--- config.mk ---
export PLATFORM = sky130hd
export DESIGN_NAME = mips_instr_encoder
export DESIGN_NICKNAME = d
export VERILOG_FILES = /design/src/rtl/mips_instr_encoder.sv
export SDC_FILE = /design/constraint.sdc
export NUM_CORES = 1
export LEC_CHECK = 0
export CAP_MARGIN = 20
export CORE_ASPECT_RATIO = 0.8
export CORE_MARGIN = 4
export CORE_UTILIZATION = 35
export CTS_BUF_LIST = sky130_fd_sc_hd__clkbuf_16
export DETAILED_ROUTE_END_ITERATION = 7
export HOLD_SLACK_MARGIN = 0.03
export MAX_ROUTING_LAYER = met4
export PLACE_DENSITY = 0.71
export SETUP_SLACK_MARGIN = 0.2
export SYNTH_ARGS = -nofsm -noshare
export SYNTH_HDL_FRONTEND = slang
export SYNTH_SLANG_ARGS = --single-unit
--- constraint.sdc ---
create_clock -name clk -period 1.8 [get_ports clk]
set_input_delay 0.36 -clock clk [delete_from_list [all_inputs] [get_ports clk]]
set_output_delay 0.36 -clock clk [all_outputs]
set_load 0.005 [all_outputs]
--- src/rtl/mips_instr_encoder.sv ---
// Program loader: packs instruction descriptions into 32-bit MIPS words and
// streams them to instruction memory at consecutive addresses.
module mips_instr_encoder #(
    parameter int ADDR_W    = 8,
    parameter int BASE_ADDR = 0,
    parameter int DEPTH     = 256
) (
    input  logic              clk,
    input  logic              rst_n,
    input  logic              start,
    input  logic              finish,
    input  logic              in_valid,
    output logic              in_ready,
    input  logic [2:0]        in_kind,
    input  logic [4:0]        in_rs,
    input  logic [4:0]        in_rt,
    input  logic [4:0]        in_rd,
    input  logic [4:0]        in_shamt,
    input  logic [5:0]        in_funct,
    input  logic [15:0]       in_imm,
    input  logic [25:0]       in_target,
    output logic              mem_we,
    output logic [ADDR_W-1:0] mem_addr,
    output logic [31:0]       mem_wdata,
    input  logic              mem_ack,
    output logic [ADDR_W:0]   count,
    output logic              busy,
    output logic              done,
    output logic              err
);

    typedef enum logic [1:0] {
        S_IDLE,
        S_ACCEPT,
        S_WRITE,
        S_DONE
    } state_t;

    localparam logic [ADDR_W-1:0] BASE_C  = ADDR_W'(BASE_ADDR);
    localparam logic [ADDR_W:0]   DEPTH_C = (ADDR_W+1)'(DEPTH);
    localparam logic [2:0]        KIND_ILLEGAL = 3'd7;

    state_t            state_q, state_d;
    logic [ADDR_W-1:0] addr_q, addr_d;
    logic [31:0]       wdata_q, wdata_d;
    logic [ADDR_W:0]   count_q, count_d;
    logic              err_q, err_d;
    logic              fin_pend_q, fin_pend_d;
    logic              legal_xfer;

    function automatic logic [31:0] encode(
        input logic [2:0]  kind,
        input logic [4:0]  rs,
        input logic [4:0]  rt,
        input logic [4:0]  rd,
        input logic [4:0]  shamt,
        input logic [5:0]  funct,
        input logic [15:0] imm,
        input logic [25:0] target
    );
        logic [31:0] w;
        w = 32'd0;
        case (kind)
            3'd0:    w = {6'd0, rs, rt, rd, shamt, funct};
            3'd1:    w = {6'd35, rs, rt, imm};
            3'd2:    w = {6'd43, rs, rt, imm};
            3'd3:    w = {6'd4, rs, rt, imm};
            3'd4:    w = {6'd5, rs, rt, imm};
            3'd5:    w = {6'd2, target};
            3'd6:    w = {6'd3, target};
            default: w = 32'd0;
        endcase
        return w;
    endfunction

    assign legal_xfer = in_valid && (in_kind != KIND_ILLEGAL);

    always_ff @(posedge clk or negedge rst_n) begin
        if (!rst_n) begin
            state_q    <= S_IDLE;
            addr_q     <= BASE_C;
            wdata_q    <= 32'd0;
            count_q    <= '0;
            err_q      <= 1'b0;
            fin_pend_q <= 1'b0;
        end else begin
            state_q    <= state_d;
            addr_q     <= addr_d;
            wdata_q    <= wdata_d;
            count_q    <= count_d;
            err_q      <= err_d;
            fin_pend_q <= fin_pend_d;
        end
    end

    always_comb begin
        state_d    = state_q;
        addr_d     = addr_q;
        wdata_d    = wdata_q;
        count_d    = count_q;
        err_d      = err_q;
        fin_pend_d = fin_pend_q;
        case (state_q)
            S_IDLE, S_DONE: begin
                if (start) begin
                    state_d    = S_ACCEPT;
                    addr_d     = BASE_C;
                    count_d    = '0;
                    err_d      = 1'b0;
                    fin_pend_d = 1'b0;
                end
            end
            S_ACCEPT: begin
                if (in_valid && (in_kind == KIND_ILLEGAL)) begin
                    err_d = 1'b1;
                end
                // A legal transfer beats finish; finish is parked until the ack.
                if (legal_xfer) begin
                    wdata_d    = encode(in_kind, in_rs, in_rt, in_rd, in_shamt,
                                        in_funct, in_imm, in_target);
                    fin_pend_d = finish;
                    state_d    = S_WRITE;
                end else if (finish) begin
                    state_d = S_DONE;
                end
            end
            S_WRITE: begin
                if (finish) begin
                    fin_pend_d = 1'b1;
                end
                if (mem_ack) begin
                    count_d    = count_q + 1'b1;
                    addr_d     = addr_q + 1'b1;
                    fin_pend_d = 1'b0;
                    if ((count_q + 1'b1 == DEPTH_C) || fin_pend_q || finish) begin
                        state_d = S_DONE;
                    end else begin
                        state_d = S_ACCEPT;
                    end
                end
            end
            default: state_d = S_IDLE;
        endcase
    end

    assign in_ready  = (state_q == S_ACCEPT);
    assign mem_we    = (state_q == S_WRITE);
    assign mem_addr  = addr_q;
    assign mem_wdata = wdata_q;
    assign count     = count_q;
    assign busy      = (state_q == S_ACCEPT) || (state_q == S_WRITE);
    assign done      = (state_q == S_DONE);
    assign err       = err_q;

endmodule

==> out/qor.txt, run 1 <==
status: finished, final reports clean
Nets: 566
via count: 3073
die width: 111 um
Tcrit/Tclk final: 0.991
HP Class: input pin to async pin
pins over their slew limit: 0
CTS Hold Buffers Added: 0
Core Rows: 29
#FFs+latches synth: 52
Overflow after GRT: 0
die area: 9960 sq um
PwrDens: 1230 nW/um^2
antenna cells: 0
initial antenna violation count: 0
Critical Path Most Common Cell: buf_6
CP Class: flip-flop to flip-flop
Peak VDD IR: 0.566 mV
CTS Buf Count: 5
cell area after synthesis: 2950 sq um
Yosys warnings: 0
WP data required: 1980 ps
Finished Layout Cells: 592
DR iter-0 viols: 150
TritonCTS clock tree: yes
largest net degree at the start of global routing: 53
drt drc: 0
die outline height: 90.1 um
# H-tree levels: 2
Worst Skew: 9.00 ps
area grow syn2layout: 79.9%
vias in the first global route: 3108
max-cap violations: 0
Sink Count: 52
Slowest-stage cell, CP: or3_4
ys flop type: dfrtp_1
PortBufs: 129
Final min period: 1780 ps
total core area: 8060 sq um
CP Max Fanout: 8
Cells after Synth: 312
data arrival time of the critical path: 1960 ps
layout cell share with drive strength beyond 1: 0.306
Fmax achieved: 561 MHz
Worst Setup End Kind: flip-flop
cells along the critical path: buf_6, ha_4, buf_6, nor2b_4, or3_4, a22o_1
WHS: 40.7 ps
Seq/Total Area, Yosys: 0.442
worst skew pair latency: 300 ps
dominant cell type by area after synthesis: dfrtp_1
LEAKAGE: 2.26 nW
starting density of the core: 0.366
Worst path max stage delay: 420 ps
number of flops mapped to enable cells by yosys: 0
Synth area leaders: dfrtp_1, nor2_1, a221oi_1, a221oi_2, nand2_1
top cells by count, synth: dfrtp_1, nor2_1, nand2_1
vias per inst: 5.19
Cell variety after synth: 51
RSZ-0062 raised after global routing: yes
gr usage total: 0.205
post-synth top area share: 0.442
Pre-Repair DR Iteration Count: 4
Post-Syn Nets: 395
final WL: 10.4 mm
asr flop ratio synth: 1.00
Critical Path Source Type: flip-flop
Final Hold Viols: 0
Ports: 131
Avg Cell Area, Syn: 9.44 sq um
final setup violation count: 0
most common cell in the netlist: dfrtp_1
first-pass GRT wire length: 16.4 mm
Max clock buf depth: 2
CTS root buffer: clkbuf_16
Placer Congestion: 0.876
CTS clock-pin slew for the worst setup and hold paths: 70 ps
DRT antenna net count: 0
WL/cell: 17.6 um
hpwl dp: 7.06 mm
post-placement cell count: 560
FF-to-FF path depth: 6
==> through the flow <==
step,cell area (sq um),TNS (ps),setup WS (ps),power [mW],util
6_report,5300,0,16.6,6.53,0.658
4_1_cts,4940,-5.28,-2.94,6.17,0.613
3_5_place_dp,4550,-9510,-361,4.86,0.565
2_1_floorplan,2990,0,99.6,3.22,-
5_1_grt,5300,-297,-53.7,6.95,0.658
3_3_place_gp,4550,-7740,-282,4.78,0.565
==> what timing repair did <==
item                       CTS  global route
gates cloned                 1             0
gates resized for setup     62            56
pin swaps                   20            14
setup endpoints to repair   60            58
buffers inserted            12            11
==> report_power, final <==
part	internal [mW]	switching [mW]
clock network	0.529	0.472
logic	2.09	1.59
registers	1.59	0.263
==> final timing paths <==
| path | start | end | slack (ps) |
|---|---|---|---|
| worst min-delay path | rst_n | count[8] | 40 |
| worst max-delay path | state_q[1] | mem_addr[1] | 20 |
| worst max register to register | state_q[1] | mem_addr[1] | 20 |
| min in group clk | mem_wdata[25] | mem_wdata[25] | 530 |
| max in group asynchronous | rst_n | count[3] | 1510 |
| worst min register to register | mem_wdata[25] | mem_wdata[25] | 530 |
==> cells in the final DEF (no fill, tap or decap), types with 5 or more instances in the layout <==
cell type / instances
a21oi_2: 5
dlygate4sd2_1: 5
a21oi_1: 19
xor2_1: 8
buf_6: 20
nand2_1: 27
o21ai_1: 6
clkdlybuf4s50_1: 116
nor2b_4: 5
dfrtp_1: 48
clkbuf_16: 5
nor2_1: 50
inv_1: 5
nand2_2: 6
o21ai_2: 8
a221oi_2: 22
buf_12: 6
buf_4: 31
nand3_1: 10
==> routing by layer <==
metal  routed length (um)  track usage  vias to the layer above
met5                    0            -                        -
met1                 4660        0.259                     1487
met2                 5130        0.335                      105
met4                   60       0.0431                        0
li1                     -            -                     1474
met3                  593       0.0497                        7
==> cells by family after synthesis <==
kind of cell,Yosys count,share of synthesized area
DFF,52,0.442
buffers and inverters,30,0.0569
AOI/OAI and AO/OA,86,0.229
xor gates and xnor gates,9,0.0268
muxes,2,0.00680
other,1,0.00127
adders and majority gates,6,0.0255
and+or+nand+nor,126,0.212
==> critical path, delay by kind of cell (launching register included) <==
family / cells / cell delay [ps]
buffers and inverters: 2 / 260
adder cells (fa/ha/maj): 1 / 230
AND/OR/NAND/NOR: 2 / 570
flip-flops: 1 / 390
AO/OA/AOI/OAI: 1 / 230
==> layout make-up <==
class | instances | area, sq um
clock inverters | 3 | 27.5
well taps | 108 | 135
inverters | 8 | 30.0
flip-flops and latches | 52 | 1310
repair buffers | 185 | 1840
multi-input cells | 231 | 1830
fillers | 632 | 2760
clock buffers | 5 | 125
==> registers in the layout (all words and copies together) (netlist names) <==
name / count
err: 1
count: 9
mem_wdata: 31
state_q: 2
mem_addr: 8
fin_pend_q: 1
Note: power is estimated with default switching activity, not from simulation.
==> run 2: changes to the inputs <==
--- a/config.mk
+++ b/config.mk
@@ -10,10 +10,11 @@
 export CORE_MARGIN = 4
 export CORE_UTILIZATION = 35
 export CTS_BUF_LIST = sky130_fd_sc_hd__clkbuf_16
+export CTS_CLUSTER_DIAMETER = 80
 export DETAILED_ROUTE_END_ITERATION = 7
 export HOLD_SLACK_MARGIN = 0.03
 export MAX_ROUTING_LAYER = met4
-export PLACE_DENSITY = 0.71
+export PLACE_DENSITY = 0.68
 export SETUP_SLACK_MARGIN = 0.2
 export SYNTH_ARGS = -nofsm -noshare
 export SYNTH_HDL_FRONTEND = slang
==> constraint.sdc (replaced) <==
create_clock -name clk -period 2.25 [get_ports clk]
set_input_delay 0.45 -clock clk [delete_from_list [all_inputs] [get_ports clk]]
set_output_delay 0.45 -clock clk [all_outputs]
set_load 0.005 [all_outputs]
==> out/qor.txt, run 2 (synthesized netlist as in run 1, its figures left out) <==
status: finished, final reports clean
DRT antenna net count: 0
HP Class: input pin to async pin
Fmax achieved: 497 MHz
DR iter-0 viols: 102
total core area: 8060 sq um
die outline height: 90.1 um
FF/Latch Area: 1300 sq um
initial antenna violation count: 0
final WL: 9.76 mm
Placer Congestion: 0.829
most frequent cells in the layout: clkdlybuf4s50_1, nor2_1, dfrtp_1
WP data required: 1800 ps
Ports: 131
Worst Skew: 6.11 ps
largest net degree at the start of global routing: 32
pins over their slew limit: 0
Max clock buf depth: 2
LEAKAGE: 1.89 nW
Critical Path Source Type: flip-flop
WL/cell: 17.6 um
Peak VDD IR: 0.370 mV
fillers: 730
max-cap violations: 0
WHS: 129 ps
clock power share: 0.171
Final Worst Setup Slack: 238 ps
# H-tree levels: 2
CTS clock-pin slew for the worst setup and hold paths: 70 ps
Multi-input gate area: 1500 sq um
data arrival time of the critical path: 1560 ps
final setup violation count: 0
Comb pwr share: 0.494
die width: 111 um
Pre-Repair DR Iteration Count: 4
PortBufs: 129
sequential power share: 0.335
area grow syn2layout: 55.9%
PwrDens: 981 nW/um^2
vias per inst: 5.23
hpwl dp: 7.44 mm
Largest register FFs: 31
Critical Path Start: state_q[1]
Tcrit/Tclk final: 0.894
drt drc: 0
vias in the first global route: 2988
FF-to-FF path depth: 6
CTS Buf Count: 5
CP Max Fanout: 10
TritonCTS clock tree: yes
antenna cells: 0
Net Sw Frac: 0.351
most common cell after layout, fill and taps aside: clkdlybuf4s50_1
Least-Margin Pin Slew: 649 ps
RSZ-0062 raised after global routing: yes
Crit Reg-Reg Startpoint: count[1]
worst skew pair latency: 290 ps
dpl ws: -106 ps
starting density of the core: 0.366
Worst Setup End Kind: output port
Nets: 530
Final min period: 2010 ps
layout cell share with drive strength beyond 1: 0.129
Core Rows: 29
Final Hold Viols: 0
Overflow after GRT: 0
NetSw: 1.58 mW
Internal Dissipation: 2.93 mW
via count: 2910
CTS root buffer: clkbuf_16
Pwr Total: 4.51 mW
slew margin rel.: 0.567
Sink Count: 52
first-pass GRT wire length: 16.0 mm
die area: 9960 sq um
gr usage total: 0.199
final setup TNS: 0 ps
CP Class: flip-flop to output port
==> run 2: changes by cell type in the layout (fill, tap and decap cells not counted), sizes merged <==
cell,previous run,this run
clkbuf,7,5
dlymetal6s2s,3,0
clkdlybuf4s50,116,127
buf,59,22
nor2b,6,5
dlygate4sd2,5,1
==> run 2: cell type report <==
cell class                      instances  area share
Clock inverter                          3     0.00436
Inverter                                8     0.00654
Tap cell                              108      0.0294
Timing Repair Buffer                  150       0.322
Sequential cell                        52       0.284
Multi-Input combinational cell        230       0.326
Clock buffer                            5      0.0272
==> run 2: power groups by stage <==
| stage | clock network (mW) | logic (mW) | registers, mW |
|---|---|---|---|
| finish | 0.770 | 2.22 | 1.51 |
| global route | 0.822 | 2.44 | 1.56 |
| CTS | 0.783 | 2.25 | 1.51 |
| detailed placement | 0 | 2.20 | 1.53 |
| global placement | 0 | 2.16 | 1.52 |
| floorplan | 0 | 0.948 | 1.51 |
==> run 2: what timing repair did <==
action	CTS	global route
hold buffers	0	0
resized for setup	4	3
endpoints found under the setup margin	8	2
buffers inserted	1	1
==> run 2: per-layer routing <==
metal / share of wire / global-route usage
met3: 0.053 / 0.0463
met4: 0.0043 / 0.0277
met1: 0.48 / 0.269
met2: 0.46 / 0.315
met5: 0 / -
==> run 2: critical path, stage by stage (launching register included) <==
cell             delay, ps
dfrtp_1                430
ha_4                   350
inv_1                   50
clkdlybuf4s50_1        440
==> run 2: stage by stage <==
stage,instance area [sq um],instances,utilization
after CTS,4580,555,0.569
after global placement,4410,546,0.548
final,4590,556,0.570
after global routing,4590,556,0.570
after detailed placement,4410,546,0.548
after floorplan,2950,312,-
==> run 2: final timing paths <==
path	endpoint	slack (ps)
max reg2reg	state_q[1]	310
max	busy	240
max in group asynchronous	mem_wdata[4]	1570
min reg2reg	mem_wdata[27]	500
min	count[2]	130
min in group clk	mem_wdata[27]	500
==> run 3: changes to the inputs <==
--- a/config.mk
+++ b/config.mk
@@ -10,11 +10,10 @@
 export CORE_MARGIN = 4
 export CORE_UTILIZATION = 35
 export CTS_BUF_LIST = sky130_fd_sc_hd__clkbuf_16
-export CTS_CLUSTER_DIAMETER = 80
+export CTS_CLUSTER_DIAMETER = 50
 export DETAILED_ROUTE_END_ITERATION = 7
-export HOLD_SLACK_MARGIN = 0.03
 export MAX_ROUTING_LAYER = met4
-export PLACE_DENSITY = 0.68
+export PLACE_DENSITY = 0.69
 export SETUP_SLACK_MARGIN = 0.2
 export SYNTH_ARGS = -nofsm -noshare
 export SYNTH_HDL_FRONTEND = slang
==> out/qor.txt, run 3 (synthesized netlist as in run 1, its figures left out) <==
WP data required: 1800 ps
Core Rows: 29
Worst Setup End Kind: output port
hpwl dp: 7.35 mm
fillers: 726
CTS root buffer: clkbuf_16
most frequent cells in the layout: clkdlybuf4s50_1, nor2_1, dfrtp_1
Worst Skew: 3.80 ps
Peak VDD IR: 0.462 mV
Critical Path Source Type: flip-flop
WL/cell: 17.3 um
FF/Latch Area: 1300 sq um
cells along the critical path: buf_4, ha_1, clkdlybuf4s50_1
Ports: 131
total core area: 8060 sq um
area grow syn2layout: 57.4%
die width: 111 um
antenna cells: 0
dpl ws: -91.9 ps
Max clock buf depth: 2
Largest register FFs: 31
die area: 9960 sq um
max-cap violations: 0
data arrival time of the critical path: 1520 ps
Multi-input gate area: 1510 sq um
Worst path max stage delay: 500 ps
gr usage total: 0.203
final setup violation count: 0
most common cell after layout, fill and taps aside: clkdlybuf4s50_1
slew margin rel.: 0.595
layout cell share with drive strength beyond 1: 0.140
status: finished, final reports clean
via count: 2919
TritonCTS clock tree: yes
Internal Dissipation: 2.97 mW
NetSw: 1.59 mW
fin util: 0.575
starting density of the core: 0.366
drt drc: 0
vias in the first global route: 2929
CTS clock-pin slew for the worst setup and hold paths: 70 ps
DR iter-0 viols: 179
Nets: 533
Net Sw Frac: 0.348
CP Max Fanout: 3
HP Class: input pin to async pin
WP buf/inv: 2
initial antenna violation count: 0
Placer Congestion: 0.900
largest net degree at the start of global routing: 29
pins over their slew limit: 0
final WL: 9.69 mm
worst skew pair latency: 290 ps
# H-tree levels: 2
RSZ-0062 raised after global routing: no
Comb pwr share: 0.499
WHS: 167 ps
die outline height: 90.1 um
Least-Margin Pin Slew: 607 ps
DRT antenna net count: 0
LEAKAGE: 1.92 nW
Pre-Repair DR Iteration Count: 4
sequential power share: 0.333
PortBufs: 129
CTS Buf Count: 5
first-pass GRT wire length: 16.2 mm
Tcrit/Tclk final: 0.876
CP Class: flip-flop to output port
PwrDens: 982 nW/um^2
Fmax achieved: 508 MHz
Final Hold Viols: 0
clock power share: 0.168
Final min period: 1970 ps
Sink Count: 52
Final Worst Setup Slack: 280 ps
vias per inst: 5.22
Overflow after GRT: 0
delay-heaviest family, CP: buffers and inverters
Slowest-stage cell, CP: clkdlybuf4s50_1
[run 3: cell types whose count changed in the layout (fill, tap and decap cells not counted), sizes merged]
cell | before | now
buf | 22 | 25
clkdlybuf4s50 | 127 | 125
dlygate4sd2 | 1 | 2
dlymetal6s2s | 0 | 1
[run 3: timing repair]
action,CTS,global route
setup buffers,4,0
resized for setup,4,7
gates cloned,0,0
hold buffers,0,0
setup endpoints to repair,3,12
pin swaps,1,0
[run 3: final cells by class]
cell class / count / area share
clock buffers: 5 / 0.0270
clock inverters: 3 / 0.00432
inverters: 8 / 0.00648
multi-input cells: 230 / 0.326
flip-flops and latches: 52 / 0.281
well taps: 108 / 0.0291
repair buffers: 153 / 0.326
[run 3: worst paths after layout]
check / startpoint / end / slack, ps / cells after the start
worst max-delay path: state_q[1] / done / 280 / 3
worst min-delay path: rst_n / count[2] / 170 / 1
worst max register to register: state_q[0] / mem_addr[6] / 330 / 10
worst min register to register: mem_wdata[31] / mem_wdata[31] / 520 / 2
max in group asynchronous: rst_n / mem_wdata[20] / 1520 / 2
min in group clk: mem_wdata[31] / mem_wdata[31] / 520 / 2
[run 3: worst reg2reg max path: stages, from the launching register on]
cell	delay, ps
dfrtp_1	380
buf_4	140
inv_2	50
ha_4	190
buf_4	140
nor2_1	350
nor3_4	80
buf_4	160
nand4_1	100
xor2_1	160
nor2_1	50
[run 3: through the flow]
step | cell area, sq um | TNS, ps | total power [mW] | cells
floorplan | 2950 | 0 | 2.46 | 312
global placement | 4410 | 0 | 3.66 | 546
detailed placement | 4410 | -799 | 3.70 | 546
CTS | 4600 | 0 | 4.55 | 558
global route | 4640 | 0 | 4.89 | 559
finish | 4640 | 0 | 4.55 | 559
[run 3: power by group through the flow]
| stage | clock network [mW] | logic (mW) | registers, mW |
|---|---|---|---|
| final | 0.766 | 2.27 | 1.52 |
| after global placement | 0 | 2.12 | 1.54 |
| after CTS | 0.793 | 2.24 | 1.52 |
| after global routing | 0.823 | 2.51 | 1.56 |
| after detailed placement | 0 | 2.16 | 1.54 |
| after floorplan | 0 | 0.948 | 1.51 |
[run 3: metal layers]
layer	track usage	wire length, um	up-vias
li1	-	-	1400
met1	0.269	4470	1406
met2	0.317	4420	103
met3	0.0544	727	10
met4	0.0349	71	0
met5	-	0	-
